<file path="src/rtl/apb_master_pkg.sv">
// Shared types and default widths for the APB requester.
//   apb_state_e : requester FSM states
//   apb_cmd_t   : command payload (write, addr, wdata)
//   apb_rsp_t   : response payload (rdata, timeout, wait_cnt)
package apb_master_pkg;

  localparam int unsigned ADDR_W = 32;
  localparam int unsigned DATA_W = 32;
  localparam int unsigned CNT_W  = 8;

  typedef enum logic [1:0] {
    IDLE   = 2'd0,
    SETUP  = 2'd1,
    ACCESS = 2'd2
  } apb_state_e;

  typedef struct packed {
    logic              write;
    logic [ADDR_W-1:0] addr;
    logic [DATA_W-1:0] wdata;
  } apb_cmd_t;

  typedef struct packed {
    logic [DATA_W-1:0] rdata;
    logic              timeout;
    logic [CNT_W-1:0]  wait_cnt;
  } apb_rsp_t;

endpackage

</file>
<file path="src/rtl/apb_master_ctrl_wait_counter.sv">
// Wait-state counter for the ACCESS phase.
//   pclk, preset_n : clock, synchronous active-low reset
//   clr            : zero the count (takes priority over inc)
//   inc            : count one wait state, saturating at all-ones
//   cnt            : registered count
//   hit_c          : cnt+1 reaches TIMEOUT_CYC (never when TIMEOUT_CYC==0)
module apb_wait_counter #(
  parameter int unsigned CNT_W       = 8,
  parameter int unsigned TIMEOUT_CYC = 16
) (
  input  logic             pclk,
  input  logic             preset_n,
  input  logic             clr,
  input  logic             inc,
  output logic [CNT_W-1:0] cnt,
  output logic             hit_c
);

  localparam logic [CNT_W-1:0] CNT_MAX = '1;
  localparam logic [CNT_W:0]   TO_VAL  = (CNT_W+1)'(TIMEOUT_CYC);

  logic [CNT_W:0] cnt_p1_c;

  // One extra bit so the compare never wraps at the saturation value.
  assign cnt_p1_c = {1'b0, cnt} + (CNT_W+1)'(1);
  assign hit_c    = (TIMEOUT_CYC != 0) && (cnt_p1_c == TO_VAL);

  always_ff @(posedge pclk) begin
    if (!preset_n) begin
      cnt <= '0;
    end else if (clr) begin
      cnt <= '0;
    end else if (inc && (cnt != CNT_MAX)) begin
      cnt <= cnt + CNT_W'(1);
    end
  end

endmodule

</file>
<file path="src/rtl/apb_master_ctrl.sv">
// APB requester: turns a valid/ready command into one SETUP/ACCESS transfer
// and returns a single-cycle response with read data or a timeout flag.
//   cmd_valid/cmd_ready/cmd_write/cmd_addr/cmd_wdata : command port
//   rsp_valid/rsp_rdata/rsp_timeout/rsp_wait_cnt     : response port
//   psel/penable/pwrite/paddr/pwdata/prdata/pready   : APB requester side
// cmd_ready is decoded from the state register; every other output is a flop.
module apb_master_ctrl #(
  parameter int unsigned ADDR_W      = apb_master_pkg::ADDR_W,
  parameter int unsigned DATA_W      = apb_master_pkg::DATA_W,
  parameter int unsigned TIMEOUT_CYC = 16,
  parameter int unsigned CNT_W       = apb_master_pkg::CNT_W
) (
  input  logic              pclk,
  input  logic              preset_n,
  input  logic              cmd_valid,
  output logic              cmd_ready,
  input  logic              cmd_write,
  input  logic [ADDR_W-1:0] cmd_addr,
  input  logic [DATA_W-1:0] cmd_wdata,
  output logic              rsp_valid,
  output logic [DATA_W-1:0] rsp_rdata,
  output logic              rsp_timeout,
  output logic [CNT_W-1:0]  rsp_wait_cnt,
  output logic              psel,
  output logic              penable,
  output logic              pwrite,
  output logic [ADDR_W-1:0] paddr,
  output logic [DATA_W-1:0] pwdata,
  input  logic [DATA_W-1:0] prdata,
  input  logic              pready
);

  import apb_master_pkg::*;

  apb_state_e        state_q, state_d;
  logic              psel_d, penable_d, pwrite_d;
  logic [ADDR_W-1:0] paddr_d;
  logic [DATA_W-1:0] pwdata_d;
  logic              rsp_valid_d, rsp_timeout_d;
  logic [DATA_W-1:0] rsp_rdata_d;
  logic [CNT_W-1:0]  rsp_wait_cnt_d;
  logic              cnt_clr_c, cnt_inc_c, cnt_hit_c;
  logic [CNT_W-1:0]  cnt;

  assign cmd_ready = (state_q == IDLE);

  apb_wait_counter #(
    .CNT_W       (CNT_W),
    .TIMEOUT_CYC (TIMEOUT_CYC)
  ) u_wait_cnt (
    .pclk     (pclk),
    .preset_n (preset_n),
    .clr      (cnt_clr_c),
    .inc      (cnt_inc_c),
    .cnt      (cnt),
    .hit_c    (cnt_hit_c)
  );

  // Next-state and next-output decode.
  always_comb begin
    state_d        = state_q;
    psel_d         = psel;
    penable_d      = penable;
    pwrite_d       = pwrite;
    paddr_d        = paddr;
    pwdata_d       = pwdata;
    rsp_valid_d    = 1'b0;
    rsp_rdata_d    = rsp_rdata;
    rsp_timeout_d  = rsp_timeout;
    rsp_wait_cnt_d = rsp_wait_cnt;
    cnt_clr_c      = 1'b0;
    cnt_inc_c      = 1'b0;

    unique case (state_q)
      IDLE: begin
        if (cmd_valid) begin
          pwrite_d  = cmd_write;
          paddr_d   = cmd_addr;
          pwdata_d  = cmd_wdata;
          psel_d    = 1'b1;
          penable_d = 1'b0;
          state_d   = SETUP;
        end
      end
      SETUP: begin
        cnt_clr_c = 1'b1;
        penable_d = 1'b1;
        state_d   = ACCESS;
      end
      ACCESS: begin
        // pready is checked first so it beats a simultaneous timeout.
        if (pready) begin
          psel_d         = 1'b0;
          penable_d      = 1'b0;
          state_d        = IDLE;
          rsp_valid_d    = 1'b1;
          rsp_timeout_d  = 1'b0;
          rsp_wait_cnt_d = cnt;
          rsp_rdata_d    = pwrite ? '0 : prdata;
        end else if (cnt_hit_c) begin
          psel_d         = 1'b0;
          penable_d      = 1'b0;
          state_d        = IDLE;
          rsp_valid_d    = 1'b1;
          rsp_timeout_d  = 1'b1;
          rsp_wait_cnt_d = CNT_W'(TIMEOUT_CYC);
          rsp_rdata_d    = '0;
        end else begin
          cnt_inc_c = 1'b1;
        end
      end
      default: begin
        psel_d    = 1'b0;
        penable_d = 1'b0;
        state_d   = IDLE;
      end
    endcase
  end

  // State and output registers.
  always_ff @(posedge pclk) begin
    if (!preset_n) begin
      state_q      <= IDLE;
      psel         <= 1'b0;
      penable      <= 1'b0;
      pwrite       <= 1'b0;
      paddr        <= '0;
      pwdata       <= '0;
      rsp_valid    <= 1'b0;
      rsp_rdata    <= '0;
      rsp_timeout  <= 1'b0;
      rsp_wait_cnt <= '0;
    end else begin
      state_q      <= state_d;
      psel         <= psel_d;
      penable      <= penable_d;
      pwrite       <= pwrite_d;
      paddr        <= paddr_d;
      pwdata       <= pwdata_d;
      rsp_valid    <= rsp_valid_d;
      rsp_rdata    <= rsp_rdata_d;
      rsp_timeout  <= rsp_timeout_d;
      rsp_wait_cnt <= rsp_wait_cnt_d;
    end
  end

endmodule

</file>
<file path="config.mk">
export PLATFORM = sky130hd
export DESIGN_NAME = apb_master_ctrl
export DESIGN_NICKNAME = d
export VERILOG_FILES = /design/src/rtl/apb_master_pkg.sv /design/src/rtl/apb_master_ctrl_wait_counter.sv /design/src/rtl/apb_master_ctrl.sv
export SDC_FILE = /design/constraint.sdc
export NUM_CORES = 1
export LEC_CHECK = 0
export BUFFER_PORTS_ARGS = -buffer_cell sky130_fd_sc_hd__clkbuf_2
export CAP_MARGIN = 20
export CORE_AREA = 2 2 108 110
export DETAILED_ROUTE_END_ITERATION = 7
export DIE_AREA = 0 0 110 112
export GPL_TIMING_DRIVEN = 0
export PLACE_DENSITY = 0.68
export SETUP_SLACK_MARGIN = 0.05
export SLEW_MARGIN = 40
export SYNTH_ARGS = -nofsm -noshare
export SYNTH_HDL_FRONTEND = slang
export SYNTH_SLANG_ARGS = --single-unit
</file>
<file path="constraint.sdc">
create_clock -name pclk -period 4.42 [get_ports pclk]
set_clock_uncertainty 0.1 [all_clocks]
set_input_delay 0.442 -clock pclk [delete_from_list [all_inputs] [get_ports pclk]]
set_output_delay 0.442 -clock pclk [all_outputs]
set_load 0.02 [all_outputs]
</file>
[Word level (Yosys, flattened, before mapping)]
Cells that the tools add are included.
Word-level totals
  register bits: 119
  input bits: 101
  logic and storage cells: 53
Cells by class
  add/subtract/negate cells: 2
  equality and inequality tests: 6
  mux-type cells: 23
  bitwise gates (word level): 2
  reduce and logical (&&, ||, !) cells: 9
Operator list (count)
  $mux W32: 3
  $mux W8: 2
  $mux W1: 12
  $add A8 B1 Y9 const B: 1
  $eq A9 B5 Y1 const B: 1
  $add A8 B1 Y8 const B: 1
  $ne A8 B8 Y1 const B: 1
  $reduce_and A2 Y1: 4
  $mux W2: 3
  $pmux W1 S3: 2
  $pmux W2 S3: 1
  $ne A3 B3 Y1 const B: 1
  $reduce_and A3 Y1: 1
  $eq A2 B1 Y1 const B: 1
  $eq A2 B2 Y1 const B: 1
  $logic_not A2 Y1: 1
  $ne A2 B2 Y1 const B: 1
  $not A1 Y1: 2
  $reduce_bool A2 Y1: 1
  $reduce_or A2 Y1: 1
  $logic_and A1 B1 Y1: 1

[Depth between registers and ports, before layout]
Gate-level depths: netlist of run 1.
  depth in word-level cells: 6
  depth in mapped cells: 9
  gate-level depth less buffers: 7

[By module]
From an unflattened synthesis of run 1, not the netlist that was laid out.
Second synthesis, totals
  cell total of the unflattened synthesis: 460
  area, all modules: 4306.6 µm²
By module, submodules not included
  apb_master_ctrl: instances 1, cells each 404, area each 3797.4 µm², seq. area each 2202.1 µm²
  apb_wait_counter: instances 1, cells each 56, area each 509.2 µm², seq. area each 160.2 µm²

[Worst setup path after synthesis of run 1]
No wires, ideal clock.
  kind: register to register
  start point: register u_wait_cnt.cnt[0]
  end point: register rsp_rdata[14]
  library setup time: 0.117 ns
  arrival: 2.134 ns
  data required time: 4.203 ns
  slack: 2.069 ns
  stages on the path, launching flop included: 10
  buffers on the path: 2
  clock period less this slack: 2.351 ns
  cells stage by stage: dfxtp_1 ha_1 and3_1 and3_4 or3_1 a221oi_2 o31ai_2 buf_6 buf_6 a22o_1
On the way
  longest elaborated chain between the ends: 4
Ends and longest elaborated chain
  start: declaration: line apb_master_ctrl_wait_counter.sv:15  | output logic [CNT_W-1:0] cnt,
  start signal: assignment: line apb_master_ctrl_wait_counter.sv:34  | cnt <= cnt + CNT_W'(1);
  $add A8 B1 Y9: line apb_master_ctrl_wait_counter.sv:25  | assign cnt_p1_c = {1'b0, cnt} + (CNT_W+1)'(1);
  $eq A9 B5 Y1: line apb_master_ctrl_wait_counter.sv:26  | assign hit_c = (TIMEOUT_CYC != 0) && (cnt_p1_c == TO_VAL);
  $reduce_bool A2 Y1 (no line)
  $reduce_and A2 Y1 (no line)
  end signal: assignment: line apb_master_ctrl.sv:141  | rsp_rdata <= rsp_rdata_d;
  end: declaration: line apb_master_ctrl.sv:21  | output logic [DATA_W-1:0] rsp_rdata,
No other way between the ends.
A chain may end at the register's enable or synchronous reset.

[Worst setup path in the final report of run 1]
  start point: register u_wait_cnt.cnt[0]
  end point: register rsp_rdata[18]
The elaborated chain is that of the path after synthesis.

==> qor.csv, run 1 <==
metric,value,unit
initial antenna violation count,0,
critical path class,reg2reg,
largest net degree at the start of global routing,17,
CTS tree,built,
Post-synth top cells,"nand2_1, dfxtp_1, a21oi_1",
Rel. slew slack,0.653,
GRT Util Overall,0.194,
DR pass1 iterations,4,
fin crit period,2670,ps
total congestion overflow,0,
RSZ-0062 raised after global routing,false,
Inserted Clock Buffers,17,
busiest grt layer,met2,
"EDFF count, synth",0,
register-to-register setup slack,1750,ps
Area Growth Syn to Fin,45.0,%
register area share after synthesis,0.566,
Max Cap Viol,0,
Routed WL per cell,13.8,microns
antenna diode instance count,0,
"Net count, final",800,
Synth Flop Type,dfxtp_1,
Hold Path Cell Cnt,2,
crit-path max FO,10,
R2R Path End,rsp_rdata[18],
TNS Setup,0,ps
status,finished clean,
cts hold-fix bufs,0,
end point of the critical path,rsp_rdata[18],
Mapped Nets,571,
port bufs,210,
"count leader, synth",nand2_1,
leakage,2.80,nW
worst r2r src,u_wait_cnt.cnt[0],
I/O pin count,211,
Post-synth ARST share,0,
met3 Use GR,0.0878,
clock buffer depth,2,
vias per inst,4.84,
final setup violation count,0,
pwr dens,481,mW/mm^2
"Hold Vio Cnt, Final",0,
post-CTS sizing,0,
smallest hold slack,146,ps
fmax,0.375,GHz
"crit path setup slack, layout",1750,ps
htree depth,4,
r2r worst-path depth,9,
warnings from Yosys,0,
Final period util,0.604,
peak supply drop,363,uV
"Data required, critical path",4620,ps
power after layout,2.91,mW
area of the mapped netlist,0.00417,sq mm
clock latency reported for the late side of the worst-skew pair,410,ps
post-synth top area share,0.566,
CP endpoint kind,flip-flop,
Fillers,1064,
largest cells by area after synthesis,"dfxtp_1, nand2_1, a21oi_1, a22o_1, clkbuf_1",
residual DRC count,0,
Routability Congestion,0.820,
worst slew pin tran,518,ps
#FFs+latches synth,118,
Detail Placement HPWL,8870,microns
dominant cell type by area after synthesis,dfxtp_1,
Worst setup SP type,flip-flop,
pre-CTS WS,1750,ps
Die Ht,112,microns
average size of a mapped cell,8.91,sq um
worst min-delay path category,in2reg,
critical path arrival,2870,ps
die width,110,microns
Initial Util,0.373,
clk sinks,118,
FP Rows,39,
die footprint,0.0123,sq mm
Worst-path clk slew,50,ps
routed vias,4128,
first-pass GRT wire length,18400,microns
Crit. Startpoint,u_wait_cnt.cnt[0],
Max Slew Vio Count,0,
total routed wirelength,11800,microns
Core Area,0.0112,sq mm
Hold Startpoint,prdata[8],
met1 Use GR,0.215,
vias in the first global route,3892,
final core occ,0.541,
DR iter-0 viols,128,
DRT antenna net count,0,
Mapped Cells,468,
ratio of cells with drive above 1 in the final layout,0.356,
post-CTS setup buffer count,0,
grt met2 use,0.314,
CTS Root Cell,clkbuf_16,
count of cell types in the netlist,40,
==> metrics by stage <==
stage | cells | cell area [sq um]
6_report | 853 | 6050
3_5_place_dp | 821 | 5410
2_1_floorplan | 468 | 4170
5_1_grt | 853 | 6050
4_1_cts | 853 | 6050
3_3_place_gp | 821 | 5400
==> state kept, by name (all words and copies together) (netlist names), 8 cells and up <==
signal,count
paddr,32
rsp_rdata,32
u_wait_cnt.cnt,8
pwdata,32
rsp_wait_cnt,8
==> cell usage in the layout (no fill, tap or decap), types with 5 or more instances in the layout <==
cell,count
a21oi_1,74
o21ai_0,7
nand2_1,141
clkbuf_1,23
clkbuf_16,17
a22o_1,39
dfxtp_1,118
nor2_1,11
clkbuf_2,210
nand3_1,5
==> metal layers <==
metal	up-vias	routed length, microns
met3	16	1140
met2	150	5620
met5	-	0
met4	0	219
li1	2064	-
met1	1898	4790
==> layout make-up <==
type,count,area (sq um),area share
plain buffers,31,144,0.0238
flip-flops and latches,118,2360,0.391
clock buffers,20,467,0.0772
inverters,4,15.0,0.00248
well taps,143,179,0.0296
repair buffers,210,1050,0.174
clock inverters,12,175,0.0290
multi-input cells,315,1650,0.274
==> where the power goes <==
| part | switching (mW) | internal [mW] | total, mW |
|---|---|---|---|
| combinational | 0.185 | 0.108 | 0.293 |
| clock | 0.488 | 0.986 | 1.47 |
| sequential | 0.0274 | 1.11 | 1.14 |
| total | 0.701 | 2.21 | 2.91 |
==> critical path: stages, from the launching register on <==
cell and delay (ps):
dfxtp_1 360, ha_1 280, and3_1 220, and3_4 200
or3_1 320, a221oi_2 410, o31ai_2 170, buf_6 180
buf_6 140, a22o_1 180
==> kinds of logic (layout without fill, tap and decap cells) <==
kind of cell,count (synthesis),after routing,synth area share
adders and majority gates,2,2,0.00600
and+or+nand+nor,182,182,0.184
muxes,2,2,0.00480
AOI/OAI and AO/OA,128,128,0.198
buffers and inverters,35,277,0.0381
DFF,118,118,0.566
xor gates and xnor gates,1,1,0.00210
==> worst min path at each step <==
stage | end | slack, ps
after floorplan | u_wait_cnt.cnt[1] | 390
after CTS | paddr[4] | 130
final | rsp_rdata[8] | 150
after global routing | rsp_rdata[8] | 140
after global placement | rsp_wait_cnt[4] | 340
after detailed placement | rsp_wait_cnt[4] | 340
Power figures use the tool's default switching activity.
==> inputs of run 2 (changes only) <==
PLACE_DENSITY = 0.7   (was 0.68)
clock period = 2.31 ns   (was 4.42 ns; I/O delays follow)
==> run 2 against run 1 <==
The run now ends with setup timing left. Sequential power up 92%. First-iteration DRC count up 63%. Count of clock-buffer cells in the layout up 5. Worst setup slack worse by 1800 ps. Combinational power rose to 2.5 times the previous value. Routed wire length up 25%. Largest power group unchanged. Cell count up 13%. Critical path depth unchanged. Critical endpoint is now rsp_rdata[21]. Power up 97%. Worst hold slack worse by 35 ps.
==> qor.csv, run 2 (synthesis gave the netlist of run 1 again) <==
metric,value,unit
status,finished with violations,
failing checks,setup timing,
critical-path cell list,"ha_4, and3_4, and3_4, or3_4, a221oi_4, o31ai_4, buf_6, clkbuf_16, a22o_1",
crit-path max FO,5,
worst slew pin tran,522,ps
die width,110,microns
vias per inst,4.87,
routed vias,4678,
"Hold Vio Cnt, Final",0,
DR iter-0 viols,209,
DRT antenna net count,0,
Critical-path top delay cell,a221oi_4,
critical path arrival,2590,ps
total congestion overflow,0,
pwr dens,795,mW/mm^2
final core occ,0.644,
initial antenna violation count,0,
CP peak stage delay,380,ps
Worst-path clk slew,50,ps
most frequent cells in the layout,"clkbuf_2, nand2_1, dfxtp_1",
CTS tree,built,
first-pass GRT wire length,23100,microns
GRT Util Overall,0.241,
Die Ht,112,microns
Routability Congestion,0.839,
clock buffer depth,2,
power after layout,5.72,mW
Core Area,0.0112,sq mm
Final period util,1.03,
"Buf+Inv Stages, Crit Path",2,
"Net count, final",908,
fin crit period,2390,ps
critical path class,reg2reg,
largest registers,"paddr (32), pwdata (32), rsp_rdata (32)",
Inserted Clock Buffers,17,
port bufs,210,
vias in the first global route,4815,
FP Rows,39,
Initial Util,0.373,
"Data required, critical path",2510,ps
CP dominant cell by count,and3_4,
final setup violation count,28,
clk sinks,118,
die footprint,0.0123,sq mm
clock latency reported for the late side of the worst-skew pair,410,ps
Worst setup SP type,flip-flop,
worst min-delay path category,in2reg,
Rel. slew slack,0.651,
Max Cap Viol,0,
Crit path max-delay family,simple AND/OR/NAND/NOR gates,
peak supply drop,465,uV
DR pass1 iterations,5,
leakage,3.28,nW
Detail Placement HPWL,9070,microns
htree depth,4,
Fillers,871,
CTS Root Cell,clkbuf_16,
CP endpoint kind,flip-flop,
Max Slew Vio Count,0,
residual DRC count,0,
largest net degree at the start of global routing,17,
RSZ-0062 raised after global routing,true,
"crit path setup slack, layout",-77.2,ps
fmax,0.419,GHz
Routed WL per cell,15.4,microns
Area Growth Syn to Fin,72.5,%
total routed wirelength,14800,microns
"leading cell type in the layout, fill and taps excluded",clkbuf_2,
ratio of cells with drive above 1 in the final layout,0.328,
I/O pin count,211,
antenna diode instance count,0,
[run 2: stage by stage]
step / area, sq um / worst slack, ps / setup TNS (ps) / hold WS, ps / std cells
3_5_place_dp: 5420 / -281 / -8840 / 345 / 821
2_1_floorplan: 4190 / 38.4 / 0 / 245 / 468
4_1_cts: 7140 / -71.7 / -958 / 91.5 / 957
5_1_grt: 7190 / -164 / -4710 / 140 / 961
3_3_place_gp: 5420 / -213 / -6510 / 337 / 821
6_report: 7190 / -77.2 / -1260 / 110 / 961
[run 2: area by class of cell]
| class | instances | area, sq um | share of cell area |
|---|---|---|---|
| Clock inverter | 7 | 113 | 0.0157 |
| Clock buffer | 25 | 527 | 0.0732 |
| Multi-Input combinational cell | 315 | 1700 | 0.236 |
| Timing Repair Buffer | 318 | 2140 | 0.297 |
| Tap cell | 143 | 179 | 0.0249 |
| Buffer | 31 | 158 | 0.0219 |
| Sequential cell | 118 | 2370 | 0.329 |
| Inverter | 4 | 15.0 | 0.00209 |
[run 2: worst paths after layout]
| check | from | slack [ps] | cells past startpoint | to |
|---|---|---|---|---|
| max | u_wait_cnt.cnt[0] | -80 | 9 | rsp_rdata[21] |
| min reg2reg | rsp_wait_cnt[4] | 350 | 2 | rsp_wait_cnt[4] |
| max reg2reg | u_wait_cnt.cnt[0] | -80 | 9 | rsp_rdata[21] |
| min | pready | 110 | 3 | rsp_valid |
[run 2: metal layers]
| layer | global-route usage | vias up | share of wire |
|---|---|---|---|
| met2 | 0.414 | 196 | 0.51 |
| met1 | 0.260 | 2162 | 0.39 |
| met4 | 0.118 | 0 | 0.025 |
| met5 | 0 | - | 0 |
| li1 | - | 2284 | - |
| met3 | 0.0831 | 36 | 0.072 |
[run 2: report_power, final]
group / switching [mW] / total [mW] / internal [mW]
Combinational: 0.408 / 0.737 / 0.329
Sequential: 0.0556 / 2.19 / 2.13
Clock: 0.897 / 2.80 / 1.90
Total: 1.36 / 5.72 / 4.36
[run 2: repair_timing]
| action | CTS | global route |
|---|---|---|
| pin swaps | 3 | 4 |
| endpoints found under the setup margin | 48 | 50 |
| hold buffers | 98 | 0 |
| buffers inserted | 6 | 3 |
| endpoints found under the hold margin | 98 | 0 |
| gates resized for setup | 11 | 1 |
| gates cloned | 0 | 1 |
[run 2: worst reg2reg max path: stages (launching register included)]
cell and delay, ps:
dfxtp_4 350, ha_4 170, and3_4 180, and3_4 170, or3_4 340, a221oi_4 380, o31ai_4 130, buf_6 160
clkbuf_16 150, a22o_1 170
==> inputs of run 3 (changes only) <==
CORE_AREA = 2 2 104 106   (was 2 2 108 110)
DIE_AREA = 0 0 106 108   (was 0 0 110 112)
PLACE_DENSITY = 0.75   (was 0.7)
==> run 3 against run 2 <==
The run still ends with setup timing left. Combinational power is essentially flat. Worst hold slack lost 80 ps. Via count grew 1.1%. Sequential share of layout area grew 0.17 points. First-iteration DRC count grew 30%. Utilization grew 5.6 points. Register-to-register slack is essentially flat. Global-route usage grew 1.2 points. Worst setup slack lost 5.4 ps. Critical endpoint is now rsp_rdata[22]. Largest power group unchanged. Highest routed layer unchanged.
==> qor.csv, run 3 (synthesis gave the netlist of run 1 again) <==
metric,value,unit
Initial Util,0.408,
most frequent cells in the layout,"clkbuf_2, nand2_1, dfxtp_1",
first-pass GRT wire length,22900,microns
critical path class,reg2reg,
RSZ-0062 raised after global routing,true,
critical path arrival,2670,ps
GRT Util Overall,0.253,
FP Rows,37,
total routed wirelength,14500,microns
TNS Setup,-1620,ps
Area Growth Syn to Fin,71.6,%
pre-CTS WS,-236,ps
fmax,0.418,GHz
Max Cap Viol,0,
Routed WL per cell,15.2,microns
fin crit period,2390,ps
crit-path max FO,10,
CP endpoint kind,flip-flop,
Core Area,0.0102,sq mm
Worst-path clk slew,60,ps
DRT antenna net count,0,
largest registers,"paddr (32), pwdata (32), rsp_rdata (32)",
CP peak stage delay,360,ps
Worst setup SP type,flip-flop,
Final period util,1.04,
Detail Placement HPWL,8750,microns
vias in the first global route,4862,
"leading cell type in the layout, fill and taps excluded",clkbuf_2,
clk sinks,118,
"Data required, critical path",2580,ps
antenna diode instance count,0,
largest net degree at the start of global routing,17,
"Net count, final",909,
dpl cells,814,
smallest hold slack,30.3,ps
vias per inst,4.96,
Rel. slew slack,0.620,
Critical-path top delay cell,dfxtp_4,
final core occ,0.700,
pwr dens,771,mW/mm^2
"crit path setup slack, layout",-82.6,ps
htree depth,4,
"Buf+Inv Stages, Crit Path",2,
worst slew pin tran,571,ps
clock buffer depth,2,
port bufs,210,
critical-path cell list,"ha_4, and3_4, and3_4, or3_4, a221oi_4, o31ai_4, buf_6, buf_8, a22o_1",
Layout Cells excl Fill,954,
total congestion overflow,0,
DR pass1 iterations,5,
leakage,3.27,nW
Inserted Clock Buffers,17,
Max Slew Vio Count,0,
status,finished with violations,
Routability Congestion,0.858,
initial antenna violation count,0,
CP dominant cell by count,and3_4,
CTS tree,built,
Die Ht,108,microns
residual DRC count,0,
clock latency reported for the late side of the worst-skew pair,490,ps
die footprint,0.0114,sq mm
Crit path max-delay family,simple AND/OR/NAND/NOR gates,
worst min-delay path category,in2reg,
failing checks,setup timing,
I/O pin count,211,
final setup violation count,37,
die width,106,microns
CTS Root Cell,clkbuf_8,
routed vias,4728,
peak supply drop,456,uV
DR iter-0 viols,272,
"Hold Vio Cnt, Final",0,
ratio of cells with drive above 1 in the final layout,0.330,
-- run 3: final timing paths --
kind,start,end,slack [ps],cells past startpoint
worst max-delay path,u_wait_cnt.cnt[0],rsp_rdata[22],-80,9
worst min-delay path,pready,rsp_valid,30,3
worst max register to register,u_wait_cnt.cnt[0],rsp_rdata[22],-80,9
worst min register to register,paddr[20],paddr[20],350,2
-- run 3: worst reg2reg max path, stage by stage (launching register included) --
cell      delay [ps]
dfxtp_4          360
ha_4             170
and3_4           180
and3_4           180
or3_4            350
a221oi_4         360
o31ai_4          120
buf_6            150
buf_8            130
a22o_1           180
-- run 3: per-stage QoR --
step	total power [mW]	instance area, sq um
floorplan	2.54	4190
global placement	2.77	5410
detailed placement	2.79	5410
CTS	5.54	7140
global route	5.73	7160
finish	5.52	7160
-- run 3: timing repair --
action | CTS | global route
hold endpoints to repair | 99 | 0
hold buffers | 98 | 0
pin swaps | 5 | 1
endpoints found under the setup margin | 47 | 50
resized for setup | 13 | 2
cloned | 1 | 0
buffers inserted | 9 | 1
-- run 3: where the power goes --
part | internal, mW | switching, mW
clock network | 1.73 | 0.869
registers | 2.13 | 0.0549
logic | 0.327 | 0.408
total | 4.19 | 1.33
-- run 3: area by class of cell --
class                   instances  area, sq um
plain buffers                  31          159
clock buffers                  24          512
inverters                       4         15.0
well taps                     136          170
multi-input cells             315         1700
flip-flops and latches        118         2370
fillers                       766         3070
clock inverters                 7         90.1
repair buffers                319         2140
-- run 3: layer usage --
metal / vias up / track usage / part of all wire
met5: - / 0 / 0
met4: 0 / 0.122 / 0.029
met3: 38 / 0.0904 / 0.081
met2: 221 / 0.447 / 0.50
met1: 2184 / 0.270 / 0.39
li1: 2285 / - / -
